## src/rtl/s38584_sched_pkg.sv

```systemverilog
// Shared types and default parameters for the s38584 select/parity scheduler.
package s38584_sched_pkg;

   localparam int unsigned SEL_W_DEF    = 4;
   localparam int unsigned N_REQ_DEF    = 16;
   localparam int unsigned HOLD_CYC_DEF = 2;
   localparam int unsigned HOLD_MIN     = 1;
   localparam int unsigned HOLD_MAX     = 15;
   localparam int unsigned CNT_W        = 4;

   typedef enum logic [1:0] {
      ST_IDLE,
      ST_ARB,
      ST_DRIVE,
      ST_UPDATE
   } state_e;

endpackage

```

## src/rtl/s38584_sel_scheduler_rr_arbiter.sv

```systemverilog
// Combinational round-robin pick: first set request at or after ptr, wrapping.
module rr_arbiter
   import s38584_sched_pkg::*;
#(
   parameter int unsigned N_REQ = N_REQ_DEF,
   parameter int unsigned SEL_W = SEL_W_DEF
) (
   input  logic [N_REQ-1:0] req,
   input  logic [SEL_W-1:0] ptr,
   output logic [N_REQ-1:0] gnt_nxt,
   output logic [SEL_W-1:0] index,
   output logic             any
);

   logic             found;
   logic [SEL_W-1:0] pos;

   // N_REQ == 2**SEL_W, so the SEL_W-bit add gives the modulo wrap for free
   always_comb begin
      gnt_nxt = '0;
      index   = '0;
      found   = 1'b0;
      pos     = '0;
      for (int unsigned i = 0; i < N_REQ; i++) begin
         pos = ptr + SEL_W'(i);
         if (!found && req[pos]) begin
            found = 1'b1;
            index = pos;
         end
      end
      gnt_nxt[index] = found;
   end

   assign any = |req;

endmodule

```

## src/rtl/s38584_sel_scheduler.sv

```systemverilog
// Round-robin owner of the shared select bus: grants, holds sel for HOLD_CYC
// cycles, then folds the granted requester's data bit into the parity register.
module s38584_sel_scheduler
   import s38584_sched_pkg::*;
#(
   parameter int unsigned N_REQ    = N_REQ_DEF,
   parameter int unsigned SEL_W    = SEL_W_DEF,
   parameter int unsigned HOLD_CYC = HOLD_CYC_DEF
) (
   input  logic             CK,
   input  logic             RST_N,
   input  logic             en,
   input  logic             qual,
   input  logic [N_REQ-1:0] req,
   input  logic [N_REQ-1:0] data_bit,
   input  logic             par_load,
   input  logic             par_init,
   output logic [N_REQ-1:0] gnt,
   output logic [SEL_W-1:0] sel,
   output logic             sel_vld,
   output logic             par_out,
   output logic             par_vld,
   output logic             busy
);

   state_e           state_q,   state_d;
   logic [N_REQ-1:0] gnt_q,     gnt_d;
   logic [SEL_W-1:0] sel_q,     sel_d;
   logic             sel_vld_q, sel_vld_d;
   logic [CNT_W-1:0] cnt_q,     cnt_d;
   logic [SEL_W-1:0] ptr_q,     ptr_d;
   logic             par_q,     par_d;
   logic             par_vld_q, par_vld_d;

   logic [N_REQ-1:0] arb_gnt;
   logic [SEL_W-1:0] arb_idx;
   logic             arb_any;

   rr_arbiter #(
      .N_REQ (N_REQ),
      .SEL_W (SEL_W)
   ) u_arb (
      .req     (req),
      .ptr     (ptr_q),
      .gnt_nxt (arb_gnt),
      .index   (arb_idx),
      .any     (arb_any)
   );

   always_comb begin
      state_d   = state_q;
      gnt_d     = gnt_q;
      sel_d     = sel_q;
      sel_vld_d = sel_vld_q;
      cnt_d     = cnt_q;
      ptr_d     = ptr_q;
      par_d     = par_q;
      par_vld_d = 1'b0;
      if (en) begin
         unique case (state_q)
            ST_IDLE: begin
               if (par_load) begin
                  par_d = par_init;
               end else if (arb_any) begin
                  state_d = ST_ARB;
               end
            end
            ST_ARB: begin
               if (!arb_any) begin
                  state_d = ST_IDLE;
               end else if (qual) begin
                  gnt_d     = arb_gnt;
                  sel_d     = arb_idx;
                  sel_vld_d = 1'b1;
                  cnt_d     = CNT_W'(HOLD_CYC - 1);
                  state_d   = ST_DRIVE;
               end
            end
            // Grant drops on leaving DRIVE so sel_vld spans exactly HOLD_CYC
            // cycles; sel itself stays put so UPDATE can index data_bit with it.
            ST_DRIVE: begin
               if (cnt_q == '0) begin
                  gnt_d     = '0;
                  sel_vld_d = 1'b0;
                  state_d   = ST_UPDATE;
               end else begin
                  cnt_d = cnt_q - 1'b1;
               end
            end
            ST_UPDATE: begin
               par_d     = par_q ^ data_bit[sel_q];
               par_vld_d = 1'b1;
               ptr_d     = sel_q + 1'b1;
               state_d   = arb_any ? ST_ARB : ST_IDLE;
            end
            default: state_d = ST_IDLE;
         endcase
      end
   end

   always_ff @(posedge CK) begin
      if (!RST_N) begin
         state_q   <= ST_IDLE;
         gnt_q     <= '0;
         sel_q     <= '0;
         sel_vld_q <= 1'b0;
         cnt_q     <= '0;
         ptr_q     <= '0;
         par_q     <= 1'b0;
         par_vld_q <= 1'b0;
      end else begin
         state_q   <= state_d;
         gnt_q     <= gnt_d;
         sel_q     <= sel_d;
         sel_vld_q <= sel_vld_d;
         cnt_q     <= cnt_d;
         ptr_q     <= ptr_d;
         par_q     <= par_d;
         par_vld_q <= par_vld_d;
      end
   end

   assign gnt     = gnt_q;
   assign sel     = sel_q;
   assign sel_vld = sel_vld_q;
   assign par_out = par_q;
   assign par_vld = par_vld_q;
   assign busy    = (state_q != ST_IDLE);

endmodule

```

## config.mk

```make
export PLATFORM = sky130hd
export DESIGN_NAME = s38584_sel_scheduler
export DESIGN_NICKNAME = d
export VERILOG_FILES = /design/src/rtl/s38584_sched_pkg.sv /design/src/rtl/s38584_sel_scheduler_rr_arbiter.sv /design/src/rtl/s38584_sel_scheduler.sv
export SDC_FILE = /design/constraint.sdc
export NUM_CORES = 1
export LEC_CHECK = 0
export BUFFER_PORTS_ARGS = -buffer_cell sky130_fd_sc_hd__buf_2
export CORE_MARGIN = 2
export CORE_UTILIZATION = 40
export CTS_CLUSTER_SIZE = 25
export DETAILED_ROUTE_END_ITERATION = 16
export GPL_TIMING_DRIVEN = 0
export SYNTH_ARGS = -nofsm -noshare
export SYNTH_HDL_FRONTEND = slang
export SYNTH_SLANG_ARGS = --single-unit
```

## constraint.sdc

```tcl
create_clock -name CK -period 4.2 [get_ports CK]
set_input_delay 0 -clock CK [delete_from_list [all_inputs] [get_ports CK]]
set_output_delay 0 -clock CK [all_outputs]
set_load 0.05 [all_outputs]
```

==> results of run 1 <==
[power groups by stage]
stage | logic (mW) | registers [mW] | clock network (mW)
2_1_floorplan | 0.169 | 0.336 | 0
3_3_place_gp | 0.247 | 0.329 | 0
3_5_place_dp | 0.251 | 0.329 | 0
4_1_cts | 0.276 | 0.322 | 0.483
5_1_grt | 0.323 | 0.322 | 0.500
6_report | 0.304 | 0.321 | 0.477
[worst max-delay path by stage]
stage	start	to	slack (ns)	cells after the start
3_3_place_gp	ptr_q[1]	gnt[2]	-0.70	17
5_1_grt	ptr_q[0]	gnt[1]	-0.08	18
6_report	ptr_q[0]	gnt[1]	0.12	18
4_1_cts	ptr_q[0]	gnt[8]	0.03	15
2_1_floorplan	ptr_q[1]	gnt[2]	0.15	15
3_5_place_dp	ptr_q[1]	gnt[2]	-0.80	17
[cells in the mapped netlist (4+ instances only)]
master / n
o22ai_1: 7
nor2b_1: 6
mux2_2: 15
nand3b_1: 4
buf_6: 9
nor3_1: 11
nand4_1: 4
nor3b_1: 4
xor2_1: 7
o211ai_1: 4
o21ai_0: 18
clkbuf_1: 16
nor4_1: 7
a22o_1: 17
nand2b_1: 7
and2_1: 7
nand3_1: 13
dfxtp_1: 33
nand2_1: 44
buf_2: 4
a31oi_1: 5
or2_2: 4
mux2i_1: 20
o211a_1: 6
nor2_1: 33
mux4_2: 40
a21oi_1: 19
ha_1: 10
buf_1: 4
inv_1: 16
xnor2_1: 5
[final cells by class]
class / count / area (um2)
Inverter: 17 / 71.32
Fill cell: 978 / 5027
Multi-Input combinational cell: 398 / 3832
Clock buffer: 5 / 125.1
Buffer: 35 / 259.0
Tap cell: 140 / 175.2
Timing Repair Buffer: 113 / 711.9
Clock inverter: 3 / 65.06
Sequential cell: 33 / 668.1
[through the flow]
step | area (um2) | setup TNS, ns
4_1_cts | 5508 | 0
3_3_place_gp | 4995 | -11.73
2_1_floorplan | 4519 | 0
3_5_place_dp | 4995 | -13.64
6_report | 5908 | 0
5_1_grt | 5908 | -0.5897
[sequential cells by signal, summed over array words and instances (netlist names), named ones only]
register / count
sel_vld: 1
sel: 4
state_q: 1
cnt_q: 4
gnt: 16
par_out: 1
ptr_q: 4
par_vld: 1
[critical path, stage by stage (launching register included)]
cell and delay (ns):
dfxtp_4 0.37, buf_12 0.10, clkinvlp_4 0.08, buf_8 0.13, ha_1 0.28, buf_6 0.16
buf_8 0.14, buf_2 0.15, mux2_2 0.37, nor3_2 0.23, nor4_4 0.11, buf_4 0.16
mux2i_2 0.30, inv_1 0.22, nor4_4 0.45, a211oi_2 0.16, buf_4 0.18, nor3_4 0.27
a22o_1 0.16
[per-layer routing]
metal | part of all wire, % | wire, um
met3 | 7.1 | 1078
met5 | 0 | 0
met4 | 3.4 | 520
met1 | 43 | 6476
met2 | 47 | 7117
[logic make-up after synthesis]
| logic type | Yosys count | share of synthesized area [%] |
|---|---|---|
| compound gates | 121 | 20.87 |
| mux | 81 | 30.79 |
| xor+xnor | 16 | 3.765 |
| fa+ha+maj | 10 | 2.769 |
| buf+inv | 53 | 6.201 |
| flops | 33 | 14.62 |
| simple gates | 169 | 20.99 |
[timing repair]
item,4_1_cts,5_1_grt
resized for setup,29,31
pin swaps,11,18
cloned,0,1
setup endpoints to repair,20,19
setup buffers,23,30
==> reports/summary.txt, run 1 <==
Most Crowded Layer GR -> met2
WS Path Type -> reg2reg
switching power -> 0.3165 mW
Buffers on Ports -> 60
most frequent cells in the layout -> 62 x buf_2, 53 x buf_4, 43 x nand2_1
top cells by area, synth -> mux4_2 20%, dfxtp_1 15%, mux2i_1 4.4%, mux2_2 3.7%, nand2_1 3.7%
GP Congestion -> 0.9298
drc violations -> 0
Net Sw Frac -> 28.72%
Crit. End Element -> flop
first-pass GRT wire length -> 22580 um
VDD IR max -> 0.3231 mV
WHS Path Cells -> 2
routed len/inst -> 20.42 um
die area -> 12170 um2
# hold bufs at CTS -> 0
reg2reg path depth -> 18
HP Class -> in2reg
most common cell after layout, fill and taps aside -> buf_2
Max Fclk -> 244.8 MHz
maximum clock path buffer count -> 2
Critical Path AT -> 4.31 ns
Flop pwr share -> 29.2%
Critical Path RT -> 4.43 ns
Layout area overhead -> 30.73%
hpwl dp -> 10670 um
internal power -> 0.7855 mW
vias in the first global route -> 4169
Synthesis Warnings -> 0
final worst setup slack -> 0.1156 ns
final core occ -> 54.03%
antenna violations before repair -> 0
met1 global-route usage -> 33.48%
CTS buffer count -> 5
area share of the largest cell type after synthesis -> 19.93%
Die Ht -> 110.3 um
total core area -> 10940 um2
Fin Hold WS -> 0.06102 ns
r2r startpoint -> ptr_q[0]
# rows -> 38
Root Driver -> clkbuf_16
area of the mapped netlist -> 4519 um2
fin crit share -> 97.25%
I/O Pins -> 62
Die W -> 110.3 um
Clk Latency, worst-skew pair -> 0.28 ns
DRT antenna net count -> 0
power density over the cells -> 186.5 nW/um2
max_slew headroom -> 35.72%
largest net degree at the start of global routing -> 20
Inserted Diodes -> 0
# setup viols final -> 0
met2 usage -> 38.12%
status -> finished, final reports clean
CTS tree -> yes
DRT iter0 DRCs -> 344
Worst-path clk slew -> 0.05 ns
layout cells sized above 1 -> 42.88%
P_leak -> 2.324 nW
Initial Utilization -> 41.33%
startpoint types -> flop
final WL -> 15190 um
total track usage -> 24.29%
Max-Cap Viols -> 0
Cell variety after synth -> 84
met3 Resource Use GR -> 4.821%
Nets -> 651
clock share of power -> 43.2%
Initial DRT Pass Iterations -> 5
Syn Inst Count -> 483
Net Count, Synth -> 531
Tmin final -> 4.084 ns
Final Hold Viols -> 0
Crit Path Max Fanout -> 8
Sink Count -> 33
grt total ovfl -> 0
r2r endpoint -> gnt[1]
Final Max Slew Viols -> 0
H-tree depth -> 2
Final Skew -> 0.003142 ns
Post-Layout Cell Count -> 744
register area share after synthesis -> 14.62%
EDFF count, synth -> 0
vias per cell -> 6.238
Seq cells post-synth -> 33
Worst Hold Launch -> RST_N
vias -> 4641
total power -> 1.102 mW
Worst-Margin Slew -> 0.9578 ns
post-place setup slack -> -0.8008 ns
R2R Setup Slk -> 0.12 ns
syn_area_per_cell -> 9.357 um2
dominant synthesized flop cell -> dfxtp_1
biggest area consumer among synthesized cells -> mux4_2
Gate power share -> 27.6%
Post-synth ARST share -> 0%
DP Cell Count -> 683
Note: power is estimated with default switching activity, not from simulation.
==> run 2: changes to the inputs <==
- CORE_UTILIZATION: 40 -> 45
- PLACE_DENSITY: not set -> 0.67
- REMOVE_ABC_BUFFERS: not set -> 1
==> run 2 against run 1 <==
Against the previous run: register-to-register slack improved by 0.08 ns; global-route usage down 0.20 points; setup slack improved by 0.085 ns; worst hold slack improved by 0.023 ns; final cell count decreased by 9.5%; sequential power hardly changed; sequential share of layout area increased by 1.5 points; flip-flop and latch count stayed put; routed wire length down 11%; combinational power down 15%; critical path depth down 5; utilization fell by 0.38 points; largest cell class unchanged.
==> reports/summary.txt, run 2 (synthesis results as in run 1) <==
status -> finished, final reports clean
grt total ovfl -> 0 (unchanged)
Final Skew -> 0.007176 ns (+0.004034 ns)
Inserted Diodes -> 0 (unchanged)
Final Hold Viols -> 0 (unchanged)
Max Fclk -> 250.0 MHz (+2.1%)
I/O Pins -> 62 (unchanged)
power density over the cells -> 155.9 nW/um2 (-16%)
P_leak -> 1.960 nW (-16%)
layout cells sized above 1 -> 37.41% (-5.5 points)
DP Area -> 4777 um2 (-4.4%)
CP Cell Sequence -> inv_1, ha_1, a21boi_1, xnor2_2, mux4_2, nor2_4, nand3_4, o32a_1, a211oi_2, a211oi_2, buf_4, nor3_4, a22o_1
most frequent cells in the layout -> 62 x buf_2, 44 x nand2_1, 40 x mux4_2
Crit Path Max Fanout -> 16 (+8)
HP Class -> in2reg
fin crit share -> 95.23% (-2.0 points)
die area -> 10860 um2 (-11%)
total power -> 0.8178 mW (-26%)
final WL -> 13470 um (-11%)
startpoint types -> flop
max FFs per register -> 16 (unchanged)
Setup crit start -> ptr_q[2]
CTS buffer count -> 5 (unchanged)
Critical Path AT -> 4.23 ns (-0.08 ns)
Worst-Margin Slew -> 0.8154 ns (-0.1424 ns)
Initial DRT Pass Iterations -> 5 (unchanged)
Die W -> 104.2 um (-5.5%)
Worst-path clk slew -> 0.07 ns (+0.02 ns)
CP dominant cell by count -> a211oi_2
H-tree depth -> 2 (unchanged)
Sink Count -> 33 (unchanged)
Crit. End Element -> flop
Worst path slowest cell -> dfxtp_4
Max-Cap Viols -> 0 (unchanged)
WS Path Type -> reg2reg
CTS tree -> yes
r2r startpoint -> ptr_q[2]
routed len/inst -> 20.02 um (-2.0%)
Clk Latency, worst-skew pair -> 0.29 ns (about the same)
Worst path max stage delay -> 0.54 ns (+0.09 ns)
vias -> 4331 (-6.7%)
# rows -> 36 (-5.3%)
# setup viols final -> 0 (unchanged)
RSZ-0062 raised after global routing -> false
DRT antenna net count -> 0 (unchanged)
Final Max Slew Viols -> 0 (unchanged)
Critical Path RT -> 4.43 ns (about the same)
total track usage -> 24.09% (-0.20 points)
largest net degree at the start of global routing -> 32 (+60%)
vias in the first global route -> 4144 (-0.60%)
antenna violations before repair -> 0 (unchanged)
DRT iter0 DRCs -> 425 (+24%)
Initial Utilization -> 46.24% (+4.9 points)
VDD IR max -> 0.1098 mV (-66%)
reg2reg path depth -> 13 (-5)
most common cell after layout, fill and taps aside -> buf_2
first-pass GRT wire length -> 21440 um (-5.1%)
GP Congestion -> 0.8748 (-5.9%)
Die Ht -> 104.2 um (-5.5%)
hpwl dp -> 9111 um (-15%)
max_slew headroom -> 45.64% (+9.9 points)
Buffers on Ports -> 61 (+1.7%)
r2r endpoint -> gnt[11]
vias per cell -> 6.435 (+3.2%)
total core area -> 9774 um2 (-11%)
Root Driver -> clkbuf_8
Critical Path End -> gnt[11]
drc violations -> 0 (unchanged)
R2R Setup Slk -> 0.20 ns (+0.08 ns)
Layout area overhead -> 16.03%
Tmin final -> 4.000 ns (-0.08491 ns)
post-route cell area -> 5244 um2 (-11%)
maximum clock path buffer count -> 2 (unchanged)
Nets -> 587 (-9.8%)
==> run 2: changes by cell type in the layout (fill, tap and decap cells not counted), sizes merged <==
| cell | previous run | this run |
|---|---|---|
| mux2i | 26 | 25 |
| buf | 130 | 85 |
| clkinvlp | 2 | 3 |
| clkinv | 2 | 3 |
| clkbuf | 23 | 5 |
| bufinv | 2 | 0 |
==> run 2: cell type report <==
cell class              count  area (um2)
inverters                  17       71.32
clock buffers               5       68.82
flip-flops and latches     33       673.1
repair buffers             85       534.3
multi-input cells         397        3712
clock inverters             3       17.52
fillers                   879        4531
well taps                 133       166.4
==> run 2: worst max-delay path, delay by kind of cell, from the launching register on <==
kind | cells | cell delay, ns
simple gates | 3 | 0.73
xor+xnor | 1 | 0.36
mux | 1 | 0.46
fa+ha+maj | 1 | 0.30
buf+inv | 2 | 0.43
compound gates | 5 | 1.11
flops | 1 | 0.54
==> run 2: repair_timing <==
action                                  CTS  global route
endpoints found under the setup margin   20            19
pin swaps                                 1             2
resized for setup                        13            13
hold buffers                              0             0
setup buffers                            13            11
==> run 2: worst min path at each step <==
stage               start       end  slack (ns)  cells past startpoint
global placement    RST_N  ptr_q[2]        0.40                      2
CTS                 RST_N  ptr_q[3]        0.09                      2
global route        RST_N  ptr_q[0]        0.09                      2
detailed placement  RST_N  ptr_q[0]        0.40                      2
finish              RST_N  ptr_q[3]        0.08                      2
floorplan           RST_N   par_out        0.12                      1
==> run 2: report_power, final <==
group	switching (mW)	internal (mW)
combinational	0.151	0.107
sequential	0.00639	0.315
clock	0.124	0.114
total	0.281	0.537
==> run 2: through the flow <==
step                std cells  setup TNS [ns]  hold slack [ns]  util (%)  setup slack [ns]
global route              673               0          0.09454     53.65           0.05765
floorplan                 447          -24.98           0.1217         -            -1.356
global placement          641          -50.43           0.3967     48.85            -2.614
CTS                       662               0          0.08602     51.82          0.001486
finish                    673               0          0.08436     53.65            0.2005
detailed placement        641          -35.61           0.4019     48.87            -1.883
==> run 2: metal layers <==
layer	vias to the layer above	wire length (um)	global-route usage [%]
li1	1977	-	-
met1	2085	5489	32.04
met2	239	6481	39.43
met3	30	1155	4.386
met4	0	346	8.301
met5	-	0	0
==> run 3: changes to the inputs <==
- BUFFER_PORTS_ARGS: -buffer_cell sky130_fd_sc_hd__buf_2 -> -buffer_cell sky130_fd_sc_hd__buf_4
==> run 3 against run 2 <==
Against the previous run: via count rose by 1.3%; combinational power rose by 7%; utilization is 2.0 points higher; largest cell class unchanged; global-route usage fell by 0.92 points; critical endpoint is now gnt[1]; highest routed layer unchanged; first-iteration DRC count decreased by 1.6%; non-clock buffer count rose by 4; design area rose by 3.8%; clock skew decreased by 0.0019 ns.
==> reports/summary.txt, run 3 (synthesis results as in run 1) <==
status -> finished, final reports clean
vias in the first global route -> 4022 (-2.9%)
startpoint types -> flop
layout cells sized above 1 -> 38.24% (+0.83 points)
Net Sw Frac -> 34.13% (-0.25 points)
DRT iter0 DRCs -> 418 (-1.6%)
hpwl dp -> 9104 um (about the same)
max FFs per register -> 16 (unchanged)
CTS buffer count -> 5 (unchanged)
H-tree depth -> 2 (unchanged)
VDD IR max -> 0.1152 mV (+4.9%)
fin crit share -> 97.54% (+2.3 points)
Max Fclk -> 244.1 MHz (-2.4%)
Gate power share -> 32.8% (+1.2 points)
I/O Pins -> 62 (unchanged)
DP Cell Count -> 642 (+0.16%)
Post-Layout Cell Count -> 677 (+0.59%)
Critical Path RT -> 4.39 ns (-0.04 ns)
Setup crit start -> ptr_q[0]
DRT antenna net count -> 0 (unchanged)
Final Hold Viols -> 0 (unchanged)
Final Max Slew Viols -> 0 (unchanged)
Nets -> 591 (+0.68%)
Crit Path Max Fanout -> 20 (+4)
switching power -> 0.2867 mW (+2.0%)
Buffers on Ports -> 61 (unchanged)
GP Congestion -> 0.8929 (+2.1%)
R2R Setup Slk -> 0.10 ns (-0.10 ns)
CTS tree -> yes
Critical Path End -> gnt[1]
final WL -> 13480 um (about the same)
final core occ -> 55.68% (+2.0 points)
# setup viols final -> 0 (unchanged)
r2r endpoint -> gnt[1]
Worst-path clk slew -> 0.07 ns (about the same)
FILL cells -> 874 (-0.57%)
reg2reg path depth -> 14 (+1)
Critical Path AT -> 4.29 ns (+0.06 ns)
Flop pwr share -> 38.4% (-1.0 points)
WS Path Type -> reg2reg
vias -> 4389 (+1.3%)
Initial DRT Pass Iterations -> 5 (unchanged)
largest net degree at the start of global routing -> 41 (+28%)
r2r startpoint -> ptr_q[0]
P_leak -> 2.021 nW (+3.1%)
total core area -> 9774 um2 (unchanged)
Final Skew -> 0.005314 ns (-0.001861 ns)
max_slew headroom -> 45.32% (-0.33 points)
total track usage -> 23.17% (-0.92 points)
die area -> 10860 um2 (unchanged)
Max-Cap Viols -> 0 (unchanged)
grt total ovfl -> 0 (unchanged)
Die Ht -> 104.2 um (unchanged)
routed len/inst -> 19.91 um (-0.54%)
antenna violations before repair -> 0 (unchanged)
Tmin final -> 4.097 ns (+0.09712 ns)
Die W -> 104.2 um (unchanged)
# rows -> 36 (unchanged)
RSZ-0062 raised after global routing -> true
post-place setup slack -> -1.527 ns (+0.3559 ns)
drc violations -> 0 (unchanged)
internal power -> 0.5533 mW (+3.1%)
Clk Latency, worst-skew pair -> 0.29 ns (about the same)
power density over the cells -> 154.3 nW/um2 (-1.0%)
vias per cell -> 6.483 (+0.74%)
Worst-Margin Slew -> 0.8203 ns (+0.004918 ns)
maximum clock path buffer count -> 2 (unchanged)
Inserted Diodes -> 0 (unchanged)
Sink Count -> 33 (unchanged)
Initial Utilization -> 46.24% (unchanged)
Root Driver -> clkbuf_8
Layout area overhead -> 20.43%
Crit. End Element -> flop
final worst setup slack -> 0.1033 ns (-0.09712 ns)
clock share of power -> 28.8% (-0.3 points)
first-pass GRT wire length -> 20620 um (-3.8%)
most frequent cells in the layout -> 83 x buf_4, 44 x nand2_1, 40 x mux4_2
most common cell after layout, fill and taps aside -> buf_4
HP Class -> in2reg
-- run 3: per-layer routing --
layer,GRT usage [%],part of all wire (%)
met5,0,0
met3,4.699,7.3
met2,38.86,49
met4,6.467,2.2
met1,30.33,42
-- run 3: what timing repair did --
action                     4_1_cts  5_1_grt
pin swaps                        1        7
buffers inserted                 8       18
resized for setup               11       17
setup endpoints to repair       20       19
hold buffers                     0        0
cloned                           0        1
hold endpoints to repair         0        0
-- run 3: critical path: stages, from the launching register on --
cell	delay [ns]
dfxtp_2	0.41
buf_12	0.20
clkinvlp_4	0.14
ha_4	0.38
mux4_2	0.59
mux4_2	0.56
and2b_2	0.31
nand3_4	0.10
buf_12	0.17
a2111oi_4	0.37
a211oi_2	0.09
a211oi_2	0.21
buf_4	0.18
nor3_4	0.06
a22o_1	0.21
-- run 3: worst min-delay path by stage --
stage               cells past startpoint       end  start  slack [ns]
floorplan                               1   par_out  RST_N        0.12
global placement                        2  ptr_q[2]  RST_N        0.35
CTS                                     2  ptr_q[3]  RST_N        0.03
detailed placement                      2  ptr_q[0]  RST_N        0.34
finish                                  2  ptr_q[0]  RST_N        0.04
global route                            2  ptr_q[0]  RST_N        0.05
-- run 3: cell type report --
type	instances	area (um2)	share of cell area (%)
Multi-Input combinational cell	397	3722	68.39
Timing Repair Buffer	89	725.7	13.33
Sequential cell	33	670.6	12.32
Tap cell	133	166.4	3.057
Inverter	17	71.32	1.310
Clock buffer	5	68.82	1.264
Clock inverter	3	17.52	0.3218
-- run 3: power groups by stage --
stage	combinational, mW	clock (mW)	sequential [mW]
floorplan	0.156	0	0.338
global placement	0.245	0	0.331
detailed placement	0.251	0	0.331
CTS	0.253	0.246	0.323
global route	0.293	0.261	0.323
finish	0.275	0.242	0.323
-- run 3: stage by stage --
stage / total power [mW] / cell area (um2) / TNS (ns) / hold slack (ns)
3_5_place_dp: 0.5817 / 4950 / -28.46 / 0.3440
2_1_floorplan: 0.4935 / 4303 / -24.98 / 0.1217
4_1_cts: 0.8212 / 5155 / 0 / 0.03180
6_report: 0.8401 / 5443 / 0 / 0.03933
3_3_place_gp: 0.5765 / 4927 / -51.64 / 0.3472
5_1_grt: 0.8782 / 5443 / -0.1110 / 0.04583
